## config.mk

```make
export PLATFORM = sky130hd
export DESIGN_NAME = col_readout_sequencer
export DESIGN_NICKNAME = d
export VERILOG_FILES = /design/src/rtl/col_readout_pkg.sv /design/src/rtl/col_readout_outreg.sv /design/src/rtl/col_readout_sequencer.sv
export SDC_FILE = /design/constraint.sdc
export NUM_CORES = 1
export LEC_CHECK = 0
export ABC_AREA = 0
export CAP_MARGIN = 20
export CORE_ASPECT_RATIO = 1.25
export CORE_MARGIN = 2
export CORE_UTILIZATION = 40
export DETAILED_ROUTE_END_ITERATION = 16
export DONT_BUFFER_PORTS = 1
export SLEW_MARGIN = 10
export SYNTH_ARGS = -nofsm -noshare
export SYNTH_HDL_FRONTEND = slang
export SYNTH_SLANG_ARGS = --single-unit
export TNS_END_PERCENT = 100
```

## constraint.sdc

```tcl
create_clock -name clk -period 1.65 [get_ports clk]
set_input_delay 0.33 -clock clk [delete_from_list [all_inputs] [get_ports clk]]
set_output_delay 0.33 -clock clk [all_outputs]
set_load 0.02 [all_outputs]
```

## src/rtl/col_readout_pkg.sv

```systemverilog
// Shared definitions for the column readout sequencer.
// Optional feature macro: COLRD_PARITY_EN (adds an even-parity MSB to captured words).
package col_readout_pkg;

  // Sequencer states, in the order a scan normally walks through them.
  typedef enum logic [2:0] {
    IDLE,
    LOAD,
    SETTLE,
    CHECK,
    CAPTURE,
    READ,
    RELEASE,
    DONE
  } state_t;

  // Position of the load strobe on the broadcast bus.
  localparam int BCST_LOAD_BIT = 0;

  // Position of the aggregated unread-hit flag in the chain hit vector.
  localparam int UNREAD_HIT_BIT = 0;

endpackage

```

## src/rtl/col_readout_outreg.sv

```systemverilog
// Output holding register for the column readout sequencer.
// It holds one captured word and runs the valid/ready handshake toward the global readout.
// With COLRD_PARITY_EN defined, the word gains an MSB that is the XOR of the captured data.
module col_readout_outreg
  import col_readout_pkg::*;
#(
  parameter int DATAWIDTH = 46
) (
  input  logic                 clk,
  input  logic                 reset,
  input  logic                 capture,
  input  logic [DATAWIDTH-1:0] raw_data,
  input  logic                 ready,
`ifdef COLRD_PARITY_EN
  output logic [DATAWIDTH:0]   word,
`else
  output logic [DATAWIDTH-1:0] word,
`endif
  output logic                 valid,
  output logic                 can_load
);

  // A new word may enter when the register is empty or is being drained this cycle.
  assign can_load = !valid || ready;

  // Load on capture (wins over a same-cycle drain, so there is no bubble); else clear on handshake.
  always_ff @(posedge clk) begin
    if (reset) begin
      valid <= 1'b0;
      word  <= '0;
    end else if (capture) begin
      valid <= 1'b1;
`ifdef COLRD_PARITY_EN
      word  <= {^raw_data, raw_data};
`else
      word  <= raw_data;
`endif
    end else if (ready) begin
      valid <= 1'b0;
    end
  end

endmodule

```

## src/rtl/col_readout_sequencer.sv

```systemverilog
// Column readout sequencer: sits at the downstream end of a pixel column's switch-cell chain,
// loads the chain, then captures and retires hit pixels one at a time in priority order.
// Optional feature macro: COLRD_PARITY_EN (outData widens by one parity bit).
module col_readout_sequencer
  import col_readout_pkg::*;
#(
  parameter int DATAWIDTH = 46,
  parameter int HITSWIDTH = 5,
  parameter int BCSTWIDTH = 12,
  parameter int SETTLECYC = 3,
  parameter int READCYC   = 2,
  parameter int MAXREADS  = 16
) (
  input  logic                           clk,
  input  logic                           reset,
  input  logic                           scanStart,
  input  logic [BCSTWIDTH-2:0]           bcstCfg,
  input  logic [HITSWIDTH-1:0]           dnHits,
  input  logic [DATAWIDTH-1:0]           dnData,
  output logic                           dnRead,
  output logic [BCSTWIDTH-1:0]           dnBCST,
`ifdef COLRD_PARITY_EN
  output logic [DATAWIDTH:0]             outData,
`else
  output logic [DATAWIDTH-1:0]           outData,
`endif
  output logic                           outValid,
  input  logic                           outReady,
  output logic                           scanBusy,
  output logic                           scanDone,
  output logic [$clog2(MAXREADS+1)-1:0]  readCount,
  output logic                           overflow
);

  localparam int CNTW    = $clog2(MAXREADS + 1);
  localparam int WAITMAX = (SETTLECYC > READCYC) ? SETTLECYC : READCYC;
  localparam int WAITW   = (WAITMAX > 1) ? $clog2(WAITMAX) : 1;

  localparam logic [WAITW-1:0] SETTLE_LAST = WAITW'(SETTLECYC - 1);
  localparam logic [WAITW-1:0] READ_LAST   = WAITW'(READCYC - 1);
  localparam logic [CNTW-1:0]  READ_LIMIT  = CNTW'(MAXREADS);

  state_t                state;
  logic [WAITW-1:0]      wait_cnt;
  logic                  load_strobe;
  logic [BCSTWIDTH-2:0]  bcst_cfg_q;
  logic                  hit_pending;
  logic                  can_load;
  logic                  capture;
  logic                  unused_trigger_hits;

  // Trigger hit bits ride along on the chain but this block has no use for them.
  assign unused_trigger_hits = ^dnHits[HITSWIDTH-1:1];

  assign hit_pending = dnHits[UNREAD_HIT_BIT];
  assign scanBusy    = (state != IDLE);

  // Data is latched in CAPTURE, one cycle before dnRead clears the pixel and moves the chain mux.
  assign capture = (state == CAPTURE) && can_load;

  // Assemble the broadcast bus from the registered static fields and the load strobe.
  always_comb begin
    dnBCST                = {bcst_cfg_q, 1'b0};
    dnBCST[BCST_LOAD_BIT] = load_strobe;
  end

  // Static broadcast fields are re-registered so the whole bus leaves from flops.
  always_ff @(posedge clk) begin
    if (reset) begin
      bcst_cfg_q <= '0;
    end else begin
      bcst_cfg_q <= bcstCfg;
    end
  end

  // Scan state machine with its settle/read wait counter and the per-scan bookkeeping.
  always_ff @(posedge clk) begin
    if (reset) begin
      state       <= IDLE;
      wait_cnt    <= '0;
      load_strobe <= 1'b0;
      dnRead      <= 1'b0;
      scanDone    <= 1'b0;
      readCount   <= '0;
      overflow    <= 1'b0;
    end else begin
      scanDone <= 1'b0;
      case (state)
        IDLE: begin
          if (scanStart) begin
            readCount   <= '0;
            overflow    <= 1'b0;
            load_strobe <= 1'b1;
            state       <= LOAD;
          end
        end
        LOAD: begin
          load_strobe <= 1'b0;
          wait_cnt    <= '0;
          state       <= SETTLE;
        end
        SETTLE: begin
          if (wait_cnt == SETTLE_LAST) begin
            wait_cnt <= '0;
            state    <= CHECK;
          end else begin
            wait_cnt <= wait_cnt + 1'b1;
          end
        end
        CHECK: begin
          if (!hit_pending) begin
            state <= DONE;
          end else if (readCount == READ_LIMIT) begin
            overflow <= 1'b1;
            state    <= DONE;
          end else begin
            state <= CAPTURE;
          end
        end
        CAPTURE: begin
          if (can_load) begin
            dnRead    <= 1'b1;
            readCount <= readCount + 1'b1;
            wait_cnt  <= '0;
            state     <= READ;
          end
        end
        READ: begin
          if (wait_cnt == READ_LAST) begin
            dnRead   <= 1'b0;
            wait_cnt <= '0;
            state    <= RELEASE;
          end else begin
            wait_cnt <= wait_cnt + 1'b1;
          end
        end
        RELEASE: begin
          if (wait_cnt == SETTLE_LAST) begin
            wait_cnt <= '0;
            state    <= CHECK;
          end else begin
            wait_cnt <= wait_cnt + 1'b1;
          end
        end
        DONE: begin
          scanDone <= 1'b1;
          state    <= IDLE;
        end
        default: begin
          state <= IDLE;
        end
      endcase
    end
  end

  col_readout_outreg #(
    .DATAWIDTH (DATAWIDTH)
  ) u_outreg (
    .clk      (clk),
    .reset    (reset),
    .capture  (capture),
    .raw_data (dnData),
    .ready    (outReady),
    .word     (outData),
    .valid    (outValid),
    .can_load (can_load)
  );

endmodule

```

==> flow_summary.toml <==
[floorplan]
row_count = 33
fp.dieArea_um2 = 7360
fp.dieW_um = 77.1
top_level_ports = 134
core_area_um2 = 6520
start_util = 0.410
die_h_um = 95.4

[power]
net-switching-power_w = 0.000936
power_leakage_nw = 1.01
power_frac_comb = 0.085
p_per_area_nw_per_um2 = 1150
power.share.switching = 0.273
design_power_total_w = 0.00343
power.ir.vdd_worst_mv = 0.473
pwr-share-seq = 0.560
power.internal_w = 0.00250
power_frac_clock = 0.355

[yosys]
post_synth_inst_count = 320
netlist.area_leader.share = 0.539
yosys-mux-area-fraction = 0.00374
synth-warning-count = 0
synthesis.area_um2 = 2680
synth_edf_count = 0
yosysTopAreaCell = "sky130_fd_sc_hd__dfxtp_1"
ys_seq_elements = 72
netlist_top_cells_area = "sky130_fd_sc_hd__dfxtp_1 (54%), sky130_fd_sc_hd__nand2_1 (14%), sky130_fd_sc_hd__a21oi_1 (10%), sky130_fd_sc_hd__nor2b_1 (3.0%), sky130_fd_sc_hd__buf_2 (1.5%)"
synthDistinctLibCells = 36
post_synth.cell_area_avg_um2 = 8.36
synth_simple_gate_area_share = 0.246
postSynthNetCount = 388
post_synth_fa_ha_maj_area_fraction = 0.00935
synth_async_sr_flop_share = 0
synth_top_family_by_area = "simple AND/OR/NAND/NOR gates"
synth_compound_area_frac = 0.137
top_count_cell_post_synth = "sky130_fd_sc_hd__nand2_1"
main_flop_type_after_synthesis = "sky130_fd_sc_hd__dfxtp_1"
list_of_most_frequent_post_synthesis_cells = "sky130_fd_sc_hd__nand2_1 (97), sky130_fd_sc_hd__dfxtp_1 (72), sky130_fd_sc_hd__a21oi_1 (54)"
yosysSeqAreaShare = 0.539
synthXorXnorAreaFrac = 0.00982

[clock_network]
tritoncts = "yes"
clk-insertion-delay-late_ps = 350
cts.sinks = 72
h-tree-depth = 3
clkSlewWorstSetupHoldPaths_ps = 70
cts-buffers-inserted = 9
cts-hold-fix-buffers = 0
cts.path.max_buffers = 2
clock-root-buffer = "sky130_fd_sc_hd__clkbuf_8"

[cells_and_area]
final_layout_size_suffix_gt1_frac = 0.129
final.fill_count = 665
final_area_um2 = 2980
syn_to_final_growth_pct = 11.3
layoutNonFillerInstCount = 413
finish.net_count = 389
antennaDiodeCount = 0

[sta]
fin_tns_setup_ps = 0
setup_violations = 0
slew-limit-headroom = 0.745
post-route-period-util = 0.907
max_fclk_mhz = 668
fin_skew_ps = 8.60
timing_max_transition_violations_final = 0
setup_repair_after_global_routing_missed_its_margin = "no"
post-route-min-period_ps = 1500
timing_worst_slew_pin_value_ps = 382
hold_violations = 0

[routing]
detail_route.first_pass.iterations = 4
via_count_normalized_by_instance_count = 5.01
vias = 2068
detail_route.wl_per_cell_um = 14.4
drc = 0
drt-initial-drc-count = 64
postRouteWirelength_um = 5960
ant_nets_after_route = 0

[global_routing]
grt_use_met2 = 0.265
largest_net_degree_at_the_start_of_global_routing = 72
grt-ovfl-total = 0
groute.layer.met1.usage = 0.161
grt_first_pass_wirelength_um = 8910
first_global_vias = 1962
layer_with_the_highest_usage_after_global_routing = "met2"
globalRouteMet3Util = 0.0881
grt_usage = 0.157
initial_antenna_violation_count = 0

[worst_setup_path]
critical_path_buf_inv_count = 2
reg2reg_depth = 6
critical_path_cell_count = 3
endpoint_kind = "output port"
worst_path_cell_with_the_longest_stage_delay = "sky130_fd_sc_hd__dfxtp_2"
critical-path-top-delay-family = "flip-flops"
worstPathRequired_ps = 1320
timing.critical_path.slowest_cell_delay_ps = 360
timing.critical_path.cells = "buf_4, inv_2, nand2_1"
timing.critical_path.from_type = "register"
cp.arrival_ps = 1170
worstSetupPathType = "register to output port"
crit_path_max_fanout = 8

[min_path]
worstHoldPathCells = 1
hp-class = "input port to register"

[placement]
detailed_place.area_um2 = 2800
dp_cells = 397
finalWeightedCongestion = 0.760
detailed_place_hpwl_um = 4060
port_buffers = 0

[outcome]
outcome = "finished clean"

[flow_run]
maxCapViolations = 0
==> worst paths after layout <==
path,start,to,slack (ps)
setup / recovery,state[2]$_SDFFE_PP0P_,scanBusy,150
setup reg to reg,readCount[1]$_SDFFE_PP0P_,state[1]$_SDFFE_PP0P_,220
hold reg to reg,state[2]$_SDFFE_PP0P_,u_outreg.valid$_SDFFE_PP0P_,520
hold / removal,reset,u_outreg.word[26]$_SDFFE_PP0P_,50
==> layout by cell type (no fill, tap or decap), types with 5 or more instances in the layout <==
master / n
sky130_fd_sc_hd__a21oi_1: 54
sky130_fd_sc_hd__buf_4: 12
sky130_fd_sc_hd__clkbuf_8: 10
sky130_fd_sc_hd__dfxtp_1: 71
sky130_fd_sc_hd__inv_1: 5
sky130_fd_sc_hd__nand2_1: 97
sky130_fd_sc_hd__nand3_1: 6
sky130_fd_sc_hd__nor2_1: 10
sky130_fd_sc_hd__nor2b_1: 13
==> cell type report <==
class / instances / area [um2] / area share
timing repair buffer: 14 / 130 / 0.0437
inverter: 7 / 26.3 / 0.00882
sequential: 72 / 1440 / 0.484
clock inverter: 6 / 35.0 / 0.0118
multi-input combinational: 217 / 1100 / 0.368
clock buffer: 10 / 138 / 0.0462
tap: 87 / 109 / 0.0366
==> through the flow <==
stage	setup WS, ps	util	hold WS [ps]
CTS	48.0	0.455	23.1
global route	76.1	0.456	15.2
finish	153	0.456	48.0
detailed placement	128	0.429	404
global placement	180	0.429	401
floorplan	233	-	458
==> flip-flops by register name, summed over array words and instances, names as in the netlist <==
register	count
u_outreg.valid	1
readCount	5
state	3
scanDone	1
dnRead	1
overflow	1
wait_cnt	2
bcst_cfg_q	11
u_outreg.word	46
load_strobe	1
==> layer usage <==
metal  vias up  wire, um
met1       931      2390
met5         -         0
met3        13       520
li1       1044         -
met2        80      2930
met4         0       114
==> kinds of logic (layout without fill, tap and decap cells) <==
group,Yosys count,count (layout)
fa+ha+maj,2,2
mux,1,1
simple gates,144,144
compound gates,67,67
buf+inv,31,37
xor+xnor,3,3
flops,72,72
==> power by group through the flow <==
stage                     Clock, W  Combinational (W)  Sequential, W
final                      0.00122           0.000293        0.00192
after global routing       0.00134           0.000330        0.00193
after CTS                  0.00127           0.000294        0.00192
after detailed placement         0           0.000294        0.00196
after global placement           0           0.000288        0.00196
after floorplan                  0           0.000275        0.00194
==> what timing repair did <==
item	CTS	global route
endpoints found under the setup margin	0	3
gates resized for setup	0	2
setup buffers	0	0
endpoints found under the hold margin	0	0
Power figures use the tool's default switching activity.
